<file path="src/rtl/div_seq_ctrl_if.sv">
// Issue/result bundle between the divide issuer and div_seq_ctrl.
// The master drives operands and start; the slave returns status and results.
interface div_seq_ctrl_if #(
    parameter int unsigned WIDTH = 8
);
    logic             start;
    logic [WIDTH-1:0] dividend;
    logic [WIDTH-1:0] divisor;
    logic             busy;
    logic             done;
    logic [WIDTH-1:0] quotient;
    logic [WIDTH-1:0] remainder;
    logic             div_by_zero;

    modport master (
        output start, dividend, divisor,
        input  busy, done, quotient, remainder, div_by_zero
    );

    modport slave (
        input  start, dividend, divisor,
        output busy, done, quotient, remainder, div_by_zero
    );
endinterface

</file>
<file path="src/rtl/div_seq_ctrl.sv">
// Sequential restoring divider: one (WIDTH+1)-cell ripple-borrow row reused over WIDTH cycles.
// Optional macro DIVCTL_SIGNED_EN selects two's-complement operands (magnitude divide plus sign fix-up).
module div_seq_ctrl #(
    parameter int unsigned WIDTH = 8
) (
    input  logic          clk,
    input  logic          rst,
    div_seq_ctrl_if.slave bus
);
    localparam int unsigned CW = $clog2(WIDTH);

    typedef enum logic [1:0] {
        S_IDLE = 2'd0,
        S_RUN  = 2'd1,
        S_DONE = 2'd2
    } state_e;

    state_e           state_q, state_d;
    logic [WIDTH-1:0] d_q, d_d;
    logic [WIDTH-1:0] q_q, q_d;
    logic [WIDTH:0]   r_q, r_d;
    logic [CW-1:0]    cnt_q, cnt_d;
    logic [WIDTH-1:0] quo_q, quo_d;
    logic [WIDTH-1:0] rem_q, rem_d;
    logic             dbz_q, dbz_d;
    logic             busy_q, busy_d;
    logic             done_q, done_d;
`ifdef DIVCTL_SIGNED_EN
    logic             sq_q, sq_d;
    logic             sr_q, sr_d;
`endif

    logic [WIDTH:0]   row_trial;
    logic [WIDTH:0]   row_sub;
    logic [WIDTH:0]   row_diff;
    logic             row_borrow;
    logic             row_ctrl;
    logic [WIDTH:0]   r_new;
    logic [WIDTH-1:0] q_new;
    logic [WIDTH-1:0] dvd_mag;
    logic [WIDTH-1:0] dvs_mag;
    logic [WIDTH-1:0] quo_fin;
    logic [WIDTH-1:0] rem_fin;

    assign row_trial = {r_q[WIDTH-1:0], q_q[WIDTH-1]};
    assign row_sub   = {1'b0, d_q};

    // Ripple-borrow full-subtractor row; final borrow selects restore vs. difference.
    always_comb begin : ripple_row
        logic bw;
        bw       = 1'b0;
        row_diff = '0;
        for (int unsigned i = 0; i <= WIDTH; i++) begin
            row_diff[i] = row_trial[i] ^ row_sub[i] ^ bw;
            bw = (~row_trial[i] & row_sub[i]) | (~(row_trial[i] ^ row_sub[i]) & bw);
        end
        row_borrow = bw;
    end

    assign row_ctrl = ~row_borrow;
    assign r_new    = row_ctrl ? row_diff : row_trial;
    assign q_new    = {q_q[WIDTH-2:0], row_ctrl};

`ifdef DIVCTL_SIGNED_EN
    assign dvd_mag = bus.dividend[WIDTH-1] ? WIDTH'(~bus.dividend + 1'b1) : bus.dividend;
    assign dvs_mag = bus.divisor[WIDTH-1]  ? WIDTH'(~bus.divisor + 1'b1)  : bus.divisor;
    assign quo_fin = sq_q ? WIDTH'(~q_new + 1'b1) : q_new;
    assign rem_fin = sr_q ? WIDTH'(~r_new[WIDTH-1:0] + 1'b1) : r_new[WIDTH-1:0];
`else
    assign dvd_mag = bus.dividend;
    assign dvs_mag = bus.divisor;
    assign quo_fin = q_new;
    assign rem_fin = r_new[WIDTH-1:0];
`endif

    // Next-state and datapath register updates.
    always_comb begin
        state_d = state_q;
        d_d     = d_q;
        q_d     = q_q;
        r_d     = r_q;
        cnt_d   = cnt_q;
        quo_d   = quo_q;
        rem_d   = rem_q;
        dbz_d   = dbz_q;
`ifdef DIVCTL_SIGNED_EN
        sq_d    = sq_q;
        sr_d    = sr_q;
`endif
        unique case (state_q)
            S_IDLE, S_DONE: begin
                if (state_q == S_DONE) begin
                    state_d = S_IDLE;
                end
                if (bus.start) begin
                    if (bus.divisor == '0) begin
                        state_d = S_DONE;
                        quo_d   = '1;
                        rem_d   = bus.dividend;
                        dbz_d   = 1'b1;
                    end else begin
                        state_d = S_RUN;
                        d_d     = dvs_mag;
                        q_d     = dvd_mag;
                        r_d     = '0;
                        cnt_d   = CW'(WIDTH - 1);
`ifdef DIVCTL_SIGNED_EN
                        sq_d    = bus.dividend[WIDTH-1] ^ bus.divisor[WIDTH-1];
                        sr_d    = bus.dividend[WIDTH-1];
`endif
                    end
                end
            end
            S_RUN: begin
                r_d   = r_new;
                q_d   = q_new;
                cnt_d = cnt_q - CW'(1);
                if (cnt_q == '0) begin
                    state_d = S_DONE;
                    quo_d   = quo_fin;
                    rem_d   = rem_fin;
                    dbz_d   = 1'b0;
                end
            end
            default: state_d = S_IDLE;
        endcase
        busy_d = (state_d == S_RUN);
        done_d = (state_d == S_DONE);
    end

    always_ff @(posedge clk) begin
        if (rst) begin
            state_q <= S_IDLE;
            d_q     <= '0;
            q_q     <= '0;
            r_q     <= '0;
            cnt_q   <= '0;
            quo_q   <= '0;
            rem_q   <= '0;
            dbz_q   <= 1'b0;
            busy_q  <= 1'b0;
            done_q  <= 1'b0;
`ifdef DIVCTL_SIGNED_EN
            sq_q    <= 1'b0;
            sr_q    <= 1'b0;
`endif
        end else begin
            state_q <= state_d;
            d_q     <= d_d;
            q_q     <= q_d;
            r_q     <= r_d;
            cnt_q   <= cnt_d;
            quo_q   <= quo_d;
            rem_q   <= rem_d;
            dbz_q   <= dbz_d;
            busy_q  <= busy_d;
            done_q  <= done_d;
`ifdef DIVCTL_SIGNED_EN
            sq_q    <= sq_d;
            sr_q    <= sr_d;
`endif
        end
    end

    assign bus.busy        = busy_q;
    assign bus.done        = done_q;
    assign bus.quotient    = quo_q;
    assign bus.remainder   = rem_q;
    assign bus.div_by_zero = dbz_q;
endmodule
</file>
<file path="src/flat_wrapper.sv">
// flat-port wrapper written by rule: the top's interface ports become plain ports
module div_seq_ctrl_flat 
#(
    parameter int unsigned WIDTH = 8
)
  (clk, rst, bus_start, bus_dividend, bus_divisor, bus_busy, bus_done, bus_quotient, bus_remainder, bus_div_by_zero);
  div_seq_ctrl_if #(.WIDTH(WIDTH)) bus_i ();
  input  logic clk;
  input  logic rst;
  input wire logic [$bits(bus_i.start)-1:0] bus_start;
  input wire logic [$bits(bus_i.dividend)-1:0] bus_dividend;
  input wire logic [$bits(bus_i.divisor)-1:0] bus_divisor;
  output wire logic [$bits(bus_i.busy)-1:0] bus_busy;
  output wire logic [$bits(bus_i.done)-1:0] bus_done;
  output wire logic [$bits(bus_i.quotient)-1:0] bus_quotient;
  output wire logic [$bits(bus_i.remainder)-1:0] bus_remainder;
  output wire logic [$bits(bus_i.div_by_zero)-1:0] bus_div_by_zero;
  assign bus_i.start = bus_start;
  assign bus_i.dividend = bus_dividend;
  assign bus_i.divisor = bus_divisor;
  assign bus_busy = bus_i.busy;
  assign bus_done = bus_i.done;
  assign bus_quotient = bus_i.quotient;
  assign bus_remainder = bus_i.remainder;
  assign bus_div_by_zero = bus_i.div_by_zero;
  div_seq_ctrl #(.WIDTH(WIDTH)) u_core (.clk(clk), .rst(rst), .bus(bus_i));
endmodule
</file>
<file path="config.mk">
export PLATFORM = sky130hd
export DESIGN_NAME = div_seq_ctrl_flat
export DESIGN_NICKNAME = d
export VERILOG_FILES = /design/src/rtl/div_seq_ctrl_if.sv /design/src/rtl/div_seq_ctrl.sv /design/src/flat_wrapper.sv
export SDC_FILE = /design/constraint.sdc
export NUM_CORES = 1
export LEC_CHECK = 0
export CAP_MARGIN = 20
export CELL_PAD_IN_SITES_DETAIL_PLACEMENT = 0
export CELL_PAD_IN_SITES_GLOBAL_PLACEMENT = 1
export CORE_UTILIZATION = 44
export CTS_BUF_LIST = sky130_fd_sc_hd__clkbuf_8
export CTS_CLUSTER_DIAMETER = 120
export DETAILED_ROUTE_END_ITERATION = 16
export PLACE_DENSITY_LB_ADDON = 0.15
export SLEW_MARGIN = 20
export SYNTH_ARGS = -nofsm -noshare
export SYNTH_HDL_FRONTEND = slang
export SYNTH_SLANG_ARGS = --single-unit
export TNS_END_PERCENT = 30
</file>
<file path="constraint.sdc">
create_clock -name clk -period 6.4 [get_ports clk]
set_input_delay 1.6 -clock clk [delete_from_list [all_inputs] [get_ports clk]]
set_output_delay 1.6 -clock clk [all_outputs]
set_load 0.005 [all_outputs]
</file>
==> impl_metrics.env <==
export IMPL_dp_cells=322
export IMPL_reg2reg_to="u_core.bus.remainder[4]"
export IMPL_p_clk_share_pct=28.6
export IMPL_portBuffers=37
export IMPL_synth_top_area_share_pct=44.8
export IMPL_synth_edf_count=0
export IMPL_synth_most_common_cell="dfxtp_1"
export IMPL_start_util_pct=45.7
export IMPL_p_switching_mw=0.218
export IMPL_grt_max_degree=49
export IMPL_synth_fa_ha_area_share_pct=8.28
export IMPL_routed_wirelength_um=4700
export IMPL_coreArea_um2=4690
export IMPL_path_max_fanout=9
export IMPL_rr_worst_depth=13
export IMPL_clk_latency_ns=0.30
export IMPL_synth_area_leader_cell="dfxtp_1"
export IMPL_ctsHoldBuffers=0
export IMPL_start_kind="flop"
export IMPL_fmax_ghz=0.226
export IMPL_synth_xor_area_share_pct=0
export IMPL_finalMaxSlewViolations=0
export IMPL_synth_top_cells_by_count="dfxtp_1 (48), nor2_1 (43), a211oi_1 (24), a21oi_1 (24), nand2_1 (24)"
export IMPL_gp_congestion=0.799
export IMPL_cts_resized=0
export IMPL_hold_viol_final=0
export IMPL_n_antenna_cell=0
export IMPL_fin_tns_setup_ns=0
export IMPL_pwr_share_seq_pct=46.7
export IMPL_overflow=0
export IMPL_rsz0062_at_grt="no"
export IMPL_ys_seq_area_share_pct=44.8
export IMPL_vias=1766
export IMPL_antenna_left=0
export IMPL_grt_pass1_vias=1596
export IMPL_min_delay_path_class="reg2reg"
export IMPL_vdd_drop_max_mv=0.135
export IMPL_muxShareOfSynthArea_pct=0
export IMPL_synthTopCellsByArea="dfxtp_1 (45%), a211oi_1 (8.4%), nor2_1 (7.5%)"
export IMPL_multi_input_area_um2=1070
export IMPL_clk_path_buf_depth=2
export IMPL_synth_warnings=0
export IMPL_status="completed"
export IMPL_cp_slowest_stage_delay_ns=0.49
export IMPL_cpMostUsedCell="fa_1"
export IMPL_clockRootBuffer="clkbuf_8"
export IMPL_setup_viol=0
export IMPL_drtIter0Drc=141
export IMPL_cts_tree="yes"
export IMPL_crit_start="u_core.q_q[7]"
export IMPL_slew_headroom_pct=49.2
export IMPL_row_count=25
export IMPL_min_period_over_period_pct=69.1
export IMPL_nFillCells=465
export IMPL_ys_types=25
export IMPL_cts_sink_count=48
export IMPL_cp_required_ns=6.60
export IMPL_numCtsBuffers=5
export IMPL_postCtsSetupRepairBufs=0
export IMPL_cp_num_buf_inv=1
export IMPL_timing_critical_path_to="u_core.bus.remainder[4]"
export IMPL_clkTransAtPathRegs_ns=0.08
export IMPL_wl_per_cell_um=14.2
export IMPL_tightest_slew_ns=0.759
export IMPL_die_x_um=71.8
export IMPL_grt_first_pass_wirelength_um=7890
export IMPL_nets=304
export IMPL_cp_slowest_cell="fa_1"
export IMPL_ys_ff_latch=48
export IMPL_synthFlopType="dfxtp_1"
export IMPL_hpwl_um=3270
export IMPL_area_growth_pct=22.9
export IMPL_period_needed_ns=4.42
export IMPL_drive_gt1_share_pct=5.80
export IMPL_grt_total_usage_pct=19.7
export IMPL_ff2ff_setup_slack_ns=1.98
export IMPL_ff_latch_area_um2=961
export IMPL_yosys_area_share_simple_pct=19.9
export IMPL_async_flop_share_pct=0
export IMPL_pin_count=38
export IMPL_crit_chain="inv_1 > ha_1 > fa_1 > fa_1 > fa_1 > fa_1 > fa_1 > fa_1 > fa_1 > nor3b_1 > a211oi_1 > a21oi_1 > a211oi_1"
export IMPL_synth_compound_area_share_pct=21.2
export IMPL_antenna_found_initial=0
export IMPL_dr_pass1_iters=4
export IMPL_fin_worst_skew_ns=0.00752
export IMPL_h_tree_depth=2
export IMPL_syn_area_um2=2150
export IMPL_cp_end_kind="flop"
export IMPL_final_cells=330
export IMPL_hold_worst_slack_ns=0.469
export IMPL_leakage_nw=0.946
export IMPL_synth_nets=276
export IMPL_crit_cells=13
export IMPL_dieHeight_um=71.8
export IMPL_critPathArrivalTime_ns=4.62
export IMPL_synth_cells=247
export IMPL_reg2reg_from="u_core.q_q[7]"
export IMPL_comb_power_share_pct=24.7
export IMPL_crit_family="adder cells"
export IMPL_p_int_mw=0.529
export IMPL_synth_top_family_by_area="compound AO/OA/AOI/OAI gates"
export IMPL_dieArea_um2=5160
export IMPL_switching_share_pct=29.2
export IMPL_drv_cap=0
export IMPL_worstSetupPathType="reg2reg"
export IMPL_vias_per_cell=5.35
export IMPL_power_density_nw_per_um2=283
export IMPL_drt_drc_violations_left=0
export IMPL_avgSynthCellArea_um2=8.69
==> layout by cell type, fill, tap and decap left out, types with 2 or more instances in the layout <==
cell type,instances
a211oi_1,24
a211oi_2,2
a21oi_1,24
a221oi_1,4
a31oi_1,8
buf_4,2
clkbuf_8,5
clkdlybuf4s50_1,37
dfxtp_1,48
fa_1,7
ha_1,3
inv_1,13
nand2_1,24
nand2b_1,2
nor2_1,43
nor2b_1,3
nor3_1,9
nor3b_1,8
==> tightest hold or removal path: stages, from the launching register on <==
cell	delay (ns)
dfxtp_1	0.32
nand2_1	0.05
a21oi_1	0.05
==> how the worst min path moves through the flow <==
| stage | slack [ns] | end | cells after the start | start |
|---|---|---|---|---|
| after floorplan | 0.44 | u_core.d_q[0] | 2 | u_core.d_q[0] |
| after global placement | 0.46 | u_core.d_q[0] | 2 | u_core.d_q[0] |
| after detailed placement | 0.46 | u_core.d_q[0] | 2 | u_core.d_q[0] |
| after CTS | 0.47 | u_core.d_q[0] | 2 | u_core.d_q[0] |
| after global routing | 0.50 | u_core.d_q[0] | 2 | u_core.d_q[0] |
| final | 0.47 | u_core.d_q[0] | 2 | u_core.d_q[0] |
==> registers in the layout, summed over array words and instances (netlist names) <==
signal and cells:
u_core.bus.quotient 8, u_core.bus.done 1, u_core.state_q 2, u_core.bus.remainder 8
u_core.bus.busy 1, u_core.d_q 8, u_core.r_q 8, u_core.bus.div_by_zero 1
u_core.q_q 8, u_core.cnt_q 3
==> layer usage <==
metal	track usage [%]	part of all wire (%)	vias up
li1	-	-	905
met1	27.5	48	816
met2	30.7	47	39
met3	4.36	3.7	6
met4	5.23	1.1	0
met5	0	0	-
==> cell type report <==
cell class	instances	area share [%]
Tap cell	54	2.56
Sequential cell	48	36.4
Multi-Input combinational cell	169	40.6
Timing Repair Buffer	39	14.6
Clock buffer	5	2.61
Inverter	12	1.71
Clock inverter	3	1.47
==> kinds of logic after synthesis <==
family,after synthesis
AND/OR/NAND/NOR,94
AO/OA/AOI/OAI,65
flip-flops,48
buffers and inverters,30
adder cells (fa/ha/maj),10
==> metrics by stage <==
| step | total power, mW | util (%) | area, µm² | setup WS, ns |
|---|---|---|---|---|
| after floorplan | 0.480 | - | 2150 | 2.29 |
| after global routing | 0.795 | 56.2 | 2640 | 1.73 |
| after CTS | 0.755 | 55.9 | 2630 | 1.97 |
| after detailed placement | 0.541 | 53.7 | 2520 | 2.01 |
| after global placement | 0.538 | 53.7 | 2520 | 2.06 |
| final | 0.747 | 56.2 | 2640 | 1.98 |
==> power groups by stage <==
stage / registers, mW / clock network, mW / logic (mW)
floorplan: 0.350 / 0 / 0.130
global placement: 0.356 / 0 / 0.182
detailed placement: 0.356 / 0 / 0.185
CTS: 0.349 / 0.220 / 0.185
global route: 0.353 / 0.232 / 0.210
finish: 0.349 / 0.213 / 0.185
(Power assumes the default switching activity.)
